File: src/rtl/mcp_tx_buf_if.sv
// Local-side push port and remote-side MCP launch port of the buffered sender.
interface mcp_tx_buf_if #(
    parameter int DW    = 8,
    parameter int DEPTH = 4
);
    localparam int LW = $clog2(DEPTH + 1);

    logic          in_valid;
    logic [DW-1:0] in_data;
    logic          in_ready;
    logic [DW-1:0] tx_data;
    logic          tx_en;
    logic          tx_ack_tgl;
    logic [LW-1:0] level;
    logic          busy;
    logic          proto_err;
    logic          clr_err;

    // Driver side: upstream producer plus the remote acknowledger.
    modport master (
        output in_valid, in_data, tx_ack_tgl, clr_err,
        input  in_ready, tx_data, tx_en, level, busy, proto_err
    );

    // The buffer itself.
    modport slave (
        input  in_valid, in_data, tx_ack_tgl, clr_err,
        output in_ready, tx_data, tx_en, level, busy, proto_err
    );
endinterface

File: src/rtl/mcp_tx_buf.sv
// Buffered send side of a multi-cycle-path CDC handshake. Words queue in a
// DEPTH-entry FIFO; one at a time is launched as a held data bus plus a toggle
// enable, and the next launch waits for the synchronized remote toggle ack.
module mcp_tx_buf #(
    parameter int DW          = 8,
    parameter int DEPTH       = 4,
    parameter int SYNC_STAGES = 2
) (
    input  logic             clk,
    input  logic             rst,
    mcp_tx_buf_if.slave      bus
);
    localparam int AW = (DEPTH > 1) ? $clog2(DEPTH) : 1;
    localparam int LW = $clog2(DEPTH + 1);
    localparam logic [LW-1:0] FULL = LW'(DEPTH);

    typedef enum logic {IDLE, WAIT_ACK} state_t;

    state_t                 state;
    logic [DW-1:0]          mem [DEPTH];
    logic [AW-1:0]          wr_ptr, rd_ptr;
    logic [LW-1:0]          level_q;
    logic [SYNC_STAGES-1:0] ack_sync;
    logic                   ack_prev;
    logic                   ack_s, ack_edge;
    logic                   push, pop;
    logic [DW-1:0]          tx_data_q;
    logic                   tx_en_q, busy_q, err_q;

    assign ack_s    = ack_sync[SYNC_STAGES-1];
    assign ack_edge = ack_s ^ ack_prev;

    // No ready-through-pop: a full FIFO refuses even when it is popping.
    assign push = bus.in_valid && (level_q != FULL);

    // A word leaves the FIFO whenever the sender is free to launch: idle, or
    // just acknowledged (back-to-back launch on the ack cycle).
    assign pop = (level_q != '0) && ((state == IDLE) || ack_edge);

    assign bus.in_ready  = (level_q != FULL);
    assign bus.level     = level_q;
    assign bus.tx_data   = tx_data_q;
    assign bus.tx_en     = tx_en_q;
    assign bus.busy      = busy_q;
    assign bus.proto_err = err_q;

    // Ack synchronizer chain plus the previous-value flop for edge detection.
    always_ff @(posedge clk) begin
        if (rst) begin
            ack_sync <= '0;
            ack_prev <= 1'b0;
        end else begin
            ack_sync <= {ack_sync[SYNC_STAGES-2:0], bus.tx_ack_tgl};
            ack_prev <= ack_s;
        end
    end

    // FIFO storage; contents need no reset since pointers define validity.
    always_ff @(posedge clk) begin
        if (push)
            mem[wr_ptr] <= bus.in_data;
    end

    // FIFO pointers and occupancy; pointers wrap naturally at power-of-two DEPTH.
    always_ff @(posedge clk) begin
        if (rst) begin
            wr_ptr  <= '0;
            rd_ptr  <= '0;
            level_q <= '0;
        end else begin
            if (push) wr_ptr <= wr_ptr + 1'b1;
            if (pop)  rd_ptr <= rd_ptr + 1'b1;
            case ({push, pop})
                2'b10:   level_q <= level_q + 1'b1;
                2'b01:   level_q <= level_q - 1'b1;
                default: level_q <= level_q;
            endcase
        end
    end

    // Launch FSM with registered outputs; the error flag is sticky and a new
    // error wins over a same-cycle clear.
    always_ff @(posedge clk) begin
        if (rst) begin
            state     <= IDLE;
            tx_data_q <= '0;
            tx_en_q   <= 1'b0;
            busy_q    <= 1'b0;
            err_q     <= 1'b0;
        end else begin
            if (bus.clr_err)
                err_q <= 1'b0;
            if (pop) begin
                tx_data_q <= mem[rd_ptr];
                tx_en_q   <= ~tx_en_q;
            end
            case (state)
                IDLE: begin
                    if (ack_edge)
                        err_q <= 1'b1;
                    if (pop) begin
                        state  <= WAIT_ACK;
                        busy_q <= 1'b1;
                    end
                end
                WAIT_ACK: begin
                    if (ack_edge && !pop) begin
                        state  <= IDLE;
                        busy_q <= 1'b0;
                    end
                end
                default: begin
                    state  <= IDLE;
                    busy_q <= 1'b0;
                end
            endcase
        end
    end
endmodule

File: src/flat_wrapper.sv
// flat-port wrapper written by rule: the top's interface ports become plain ports
module mcp_tx_buf_flat 
#(
    parameter int DW          = 8,
    parameter int DEPTH       = 4,
    parameter int SYNC_STAGES = 2
)
  (clk, rst, bus_in_valid, bus_in_data, bus_tx_ack_tgl, bus_clr_err, bus_in_ready, bus_tx_data, bus_tx_en, bus_level, bus_busy, bus_proto_err);
  mcp_tx_buf_if #(.DW(DW), .DEPTH(DEPTH)) bus_i ();
  input  logic clk;
  input  logic rst;
  input wire logic [$bits(bus_i.in_valid)-1:0] bus_in_valid;
  input wire logic [$bits(bus_i.in_data)-1:0] bus_in_data;
  input wire logic [$bits(bus_i.tx_ack_tgl)-1:0] bus_tx_ack_tgl;
  input wire logic [$bits(bus_i.clr_err)-1:0] bus_clr_err;
  output wire logic [$bits(bus_i.in_ready)-1:0] bus_in_ready;
  output wire logic [$bits(bus_i.tx_data)-1:0] bus_tx_data;
  output wire logic [$bits(bus_i.tx_en)-1:0] bus_tx_en;
  output wire logic [$bits(bus_i.level)-1:0] bus_level;
  output wire logic [$bits(bus_i.busy)-1:0] bus_busy;
  output wire logic [$bits(bus_i.proto_err)-1:0] bus_proto_err;
  assign bus_i.in_valid = bus_in_valid;
  assign bus_i.in_data = bus_in_data;
  assign bus_i.tx_ack_tgl = bus_tx_ack_tgl;
  assign bus_i.clr_err = bus_clr_err;
  assign bus_in_ready = bus_i.in_ready;
  assign bus_tx_data = bus_i.tx_data;
  assign bus_tx_en = bus_i.tx_en;
  assign bus_level = bus_i.level;
  assign bus_busy = bus_i.busy;
  assign bus_proto_err = bus_i.proto_err;
  mcp_tx_buf #(.DW(DW), .DEPTH(DEPTH), .SYNC_STAGES(SYNC_STAGES)) u_core (.clk(clk), .rst(rst), .bus(bus_i));
endmodule
File: config.mk
export PLATFORM = sky130hd
export DESIGN_NAME = mcp_tx_buf_flat
export DESIGN_NICKNAME = d
export VERILOG_FILES = /design/src/rtl/mcp_tx_buf_if.sv /design/src/rtl/mcp_tx_buf.sv /design/src/flat_wrapper.sv
export SDC_FILE = /design/constraint.sdc
export NUM_CORES = 1
export LEC_CHECK = 0
export CAP_MARGIN = 20
export CORE_MARGIN = 3
export CORE_UTILIZATION = 45
export DETAILED_ROUTE_END_ITERATION = 8
export PLACE_DENSITY = 0.67
export SLEW_MARGIN = 10
export SYNTH_ARGS = -nofsm -noshare
export SYNTH_HDL_FRONTEND = slang
export SYNTH_SLANG_ARGS = --single-unit
File: constraint.sdc
create_clock -name clk -period 3 [get_ports clk]
set_clock_uncertainty 0.2 [all_clocks]
set_input_delay 0.6 -clock clk [delete_from_list [all_inputs] [get_ports clk]]
set_output_delay 0.6 -clock clk [all_outputs]
set_load 0.02 [all_outputs]
==> impl_metrics.ini, run 1 <==
[cells_and_area]
antennaDiodeCount = 0
layout-drive-gt1-share = 0.111
final_nets = 216
area_delta_synth_final_pct = 17.2
fillers = 411
final_common_cell = edfxtp_1
layout_common_cells = edfxtp_1, clkdlybuf4s50_1, dfxtp_1

[placed_design]
port_buffers = 27
hpwl_um = 2840
gp_congestion = 0.772

[flow_run]
maxCapViolCount = 0

[synth]
synth_cells = 171
synth-seq-cells = 54
syn_avg_cell_area_um2 = 13.4
synthesis.nets = 190
ys_types = 30
syn_area_um2 = 2290
ys.warnings.count = 0
synth_area_leaders = edfxtp_1, dfxtp_1, mux4_2
synth_seq_area_share = 0.611
synth_top_area_cell = edfxtp_1
synth_top_area_frac = 0.419

[timing]
tns_ns = 0
worst_pin_slew_ns = 0.655
setup_viol = 0
whs_ns = 0.252
rsz0062_at_grt = false
drv_slew = 0
fmax_ghz = 0.381
post-route-min-period_ns = 2.63
hold_violations = 0
finalCritPeriodShare = 0.876
relSlewSlack = 0.561

[route]
firstDrtPassIters = 4
antenna_left = 0
vias = 1376
wl_per_cell_um = 15.2
first_iter_violations = 108
drc = 0
via_per_inst = 5.19
finalWirelength_um = 4030

[clocking]
cts_made_buffers = 5
clkTransAtPathRegs_ns = 0.10
ctsHoldBuffers = 0
postCtsResizedCells = 0
insertion_delay_ns = 0.31
post_cts_buffers = 0
htree_num_levels = 2
cts_sinks = 54
root_buffer = clkbuf_8
cts_tree = yes
clockBufferDepth = 2

[grt]
grt_max_degree = 17
track_usage = 0.145
grt-ovfl-total = 0
first_global_vias = 1404
grt_antenna_before_repair = 0
grt_pass1_wl_um = 6620

[setup_path]
arrival_ns = 1.83
crit_path_start_kind = register
slowest_delay_ns = 0.59
slowest_stage = clkdlybuf4s50_1
cp-end-kind = output pin
path_class = register to output pin
crit_required_ns = 2.20
r2r_slack_ns = 0.38
path_cells = or3b_1, clkdlybuf4s50_1
crit_fanout = 10

[die]
initial_core_util = 0.476
die_x_um = 77.4
num_rows = 25
die_y_um = 77.4
core-area_um2 = 4820
ios = 28
dieArea_um2 = 5990

[power_and_ir_drop]
p_leak_nw = 0.949
vdd_drop_max_v = 0.000358
power_density_nw_per_um2 = 813

[hold_path]
worst_hold_path_type = register to register

[outcome]
status = finished, final reports clean
-- metal layers --
layer | vias to the layer above | share of wire | track usage
li1 | 676 | - | -
met1 | 660 | 0.45 | 0.175
met2 | 32 | 0.49 | 0.247
met3 | 8 | 0.041 | 0.0360
met4 | 0 | 0.016 | 0.0587
met5 | - | 0 | 0
-- synth_stat cells (all sizes together) --
cell	instances
buf	7
mux4	8
mux2	3
a21o	2
a311oi	1
nor2b	15
dfxtp	22
nor3	1
nand3	18
xnor2	1
edfxtp	32
nand2	9
ha	5
a21oi	8
xor2	3
and3	4
o2111ai	8
nor2	8
inv	7
or3	2
fa	1
o211a	1
clkbuf	3
o21ai	1
or3b	1
-- cell families after synthesis --
group | share of synthesized area
and+or+nand+nor | 0.133
AOI/OAI and AO/OA | 0.0682
buffers and inverters | 0.0366
xor gates and xnor gates | 0.0186
DFF | 0.611
adders and majority gates | 0.0360
muxes | 0.0966
-- final cells by class --
class / instances / area [um^2] / area share
Clock buffer: 7 / 76.3 / 0.0284
Clock inverter: 1 / 7.51 / 0.00279
Inverter: 7 / 26.3 / 0.00978
Multi-Input combinational cell: 100 / 807 / 0.300
Sequential cell: 54 / 1400 / 0.521
Tap cell: 67 / 83.8 / 0.0312
Timing Repair Buffer: 29 / 285 / 0.106
-- flip-flops by register name, indices dropped and copies added, names as in the netlist, 2 cells and up --
signal / cells
u_core.wr_ptr: 2
u_core.bus.level: 3
u_core.rd_ptr: 2
u_core.ack_sync: 2
u_core.bus.tx_data: 8
u_core.mem: 32
-- critical path: cells and delay by family, from the launching register on --
family                 cells  cell delay [ns]
buffers and inverters      1             0.59
flip-flops                 1             0.41
AND/OR/NAND/NOR            1             0.52
-- path summary, 6_finish.rpt --
kind / startpoint / endpoint / cells after the start
setup / recovery: u_core.bus.level[2] / bus_in_ready / 2
hold reg to reg: u_core.ack_sync[0] / u_core.ack_sync[1] / 1
hold / removal: u_core.ack_sync[0] / u_core.ack_sync[1] / 1
setup reg to reg: u_core.bus.level[2] / u_core.bus.level[2] / 8
-- where the power goes --
group          internal, W  switching, W
clock             0.000165      0.000223
sequential        0.000910      0.000114
combinational     0.000375      0.000398
total              0.00145      0.000735
-- through the flow --
step	area (um^2)	total power (W)	cells	utilization	worst slack (ns)
floorplan	2290	0.00157	171	-	0.490
global placement	2600	0.00178	257	0.541	0.328
finish	2690	0.00219	265	0.558	0.372
global route	2690	0.00232	265	0.558	0.288
detailed placement	2600	0.00181	257	0.541	0.175
CTS	2690	0.00220	265	0.558	0.367
Power figures use the tool's default switching activity.
==> run 2, diff against run 1 <==
--- a/config.mk
+++ b/config.mk
@@ -8,6 +8,7 @@
 export CAP_MARGIN = 20
 export CORE_MARGIN = 3
 export CORE_UTILIZATION = 45
+export CTS_CLUSTER_DIAMETER = 50
 export DETAILED_ROUTE_END_ITERATION = 8
 export PLACE_DENSITY = 0.67
 export SLEW_MARGIN = 10
==> results of run 2 <==
No change in the layout: final DEF, timing and power equal those of run 1.
==> run 3, diff against run 2 <==
--- a/config.mk
+++ b/config.mk
@@ -6,11 +6,11 @@
 export NUM_CORES = 1
 export LEC_CHECK = 0
 export CAP_MARGIN = 20
-export CORE_MARGIN = 3
+export CORE_MARGIN = 2
 export CORE_UTILIZATION = 45
 export CTS_CLUSTER_DIAMETER = 50
 export DETAILED_ROUTE_END_ITERATION = 8
-export PLACE_DENSITY = 0.67
+export PLACE_DENSITY = 0.66
 export SLEW_MARGIN = 10
 export SYNTH_ARGS = -nofsm -noshare
 export SYNTH_HDL_FRONTEND = slang
==> impl_metrics.ini, run 3 (synthesized netlist as in run 1, its figures left out) <==
[timing]
hold_violations = 0
setup_viol = 0
fmax_ghz = 0.380
post-route-min-period_ns = 2.63
rsz0062_at_grt = false
whs_ns = 0.247
tns_ns = 0
relSlewSlack = 0.547
setup_ws_ns = 0.368
finalCritPeriodShare = 0.877
drv_slew = 0
worst_pin_slew_ns = 0.676

[placed_design]
port_buffers = 27
place_ws_ns = 0.205
hpwl_um = 2920
gp_congestion = 0.746

[route]
vias = 1414
via_per_inst = 5.32
drc = 0
finalWirelength_um = 4030
first_iter_violations = 93
firstDrtPassIters = 4
wl_per_cell_um = 15.1
antenna_left = 0

[cells_and_area]
largest_reg_flops = 32
final_common_cell = edfxtp_1
register_area_um2 = 1400
multi_input_area_um2 = 807
final_util = 0.565
antennaDiodeCount = 0
largest_register = u_core.mem
layout_common_cells = edfxtp_1, clkdlybuf4s50_1, dfxtp_1
layout-drive-gt1-share = 0.121
area_delta_synth_final_pct = 18.7
fillers = 426
final_nets = 217

[setup_path]
arrival_ns = 1.83
crit_required_ns = 2.20
crit_path_start_kind = register
r2r_slack_ns = 0.41
path_class = register to output pin
crit_fanout = 10
cp-end-kind = output pin

[die]
core-area_um2 = 4820
die_y_um = 75.4
initial_core_util = 0.476
dieArea_um2 = 5680
num_rows = 25
die_x_um = 75.4
ios = 28

[power_and_ir_drop]
p_sw_w = 0.000739
seqPwrFrac = 0.451
internal_power_w = 0.00153
power_density_nw_per_um2 = 835
p_leak_nw = 0.966
vdd_drop_max_v = 0.000389
clkPwrFrac = 0.208
p_sw_frac = 0.325
combPwrFrac = 0.341

[grt]
grt_antenna_before_repair = 0
first_global_vias = 1351
grt_pass1_wl_um = 6570
grt-ovfl-total = 0
track_usage = 0.158
grt_max_degree = 17

[clocking]
insertion_delay_ns = 0.30
cts_tree = yes
clkTransAtPathRegs_ns = 0.09
clockBufferDepth = 2
cts_sinks = 54
post_cts_buffers = 0
htree_num_levels = 2
root_buffer = clkbuf_8
cts_made_buffers = 5
postCtsResizedCells = 0
ctsHoldBuffers = 0

[hold_path]
worst_hold_path_type = register to register

[outcome]
status = finished, final reports clean

[flow_run]
maxCapViolCount = 0
==> run 3: cell count changes in the layout (fill, tap and decap cells not counted), sizes merged <==
| cell | change |
|---|---|
| buf | +1 |
| bufinv | +1 |
| clkbuf | -1 |
==> run 3: layer usage <==
layer	vias up	global-route usage	wire length [um]
met3	4	0.0476	183
met2	34	0.260	2040
met4	0	0.0507	34
met5	-	0	0
met1	695	0.203	1770
li1	681	-	-
==> run 3: power groups by stage <==
stage / combinational, W / sequential [W] / clock (W)
after floorplan: 0.000508 / 0.00106 / 0
after global placement: 0.000751 / 0.00104 / 0
after detailed placement: 0.000776 / 0.00105 / 0
after CTS: 0.000780 / 0.00103 / 0.000484
after global routing: 0.000849 / 0.00105 / 0.000517
final: 0.000775 / 0.00102 / 0.000474
==> run 3: path summary, 6_finish.rpt <==
check,from,end,cells past startpoint
max reg2reg,u_core.bus.level[2],u_core.bus.level[2],8
min,u_core.ack_sync[0],u_core.ack_sync[1],1
min reg2reg,u_core.ack_sync[0],u_core.ack_sync[1],1
max,u_core.bus.level[2],bus_in_ready,2
==> run 3: final cells by class <==
type / instances / area share
clock buffers: 6 / 0.0267
clock inverters: 2 / 0.0138
inverters: 7 / 0.00966
multi-input cells: 100 / 0.297
flip-flops and latches: 54 / 0.515
well taps: 67 / 0.0308
repair buffers: 30 / 0.108
==> run 3: stage by stage <==
stage / instance area, um^2 / instances / total power, W
CTS: 2720 / 266 / 0.00229
global placement: 2610 / 258 / 0.00179
global route: 2720 / 266 / 0.00242
detailed placement: 2610 / 258 / 0.00182
floorplan: 2290 / 171 / 0.00157
finish: 2720 / 266 / 0.00227
==> run 3: critical path, stage by stage, from the launching register on <==
cell	delay (ns)
dfxtp_1	0.43
or3b_1	0.51
clkdlybuf4s50_1	0.59
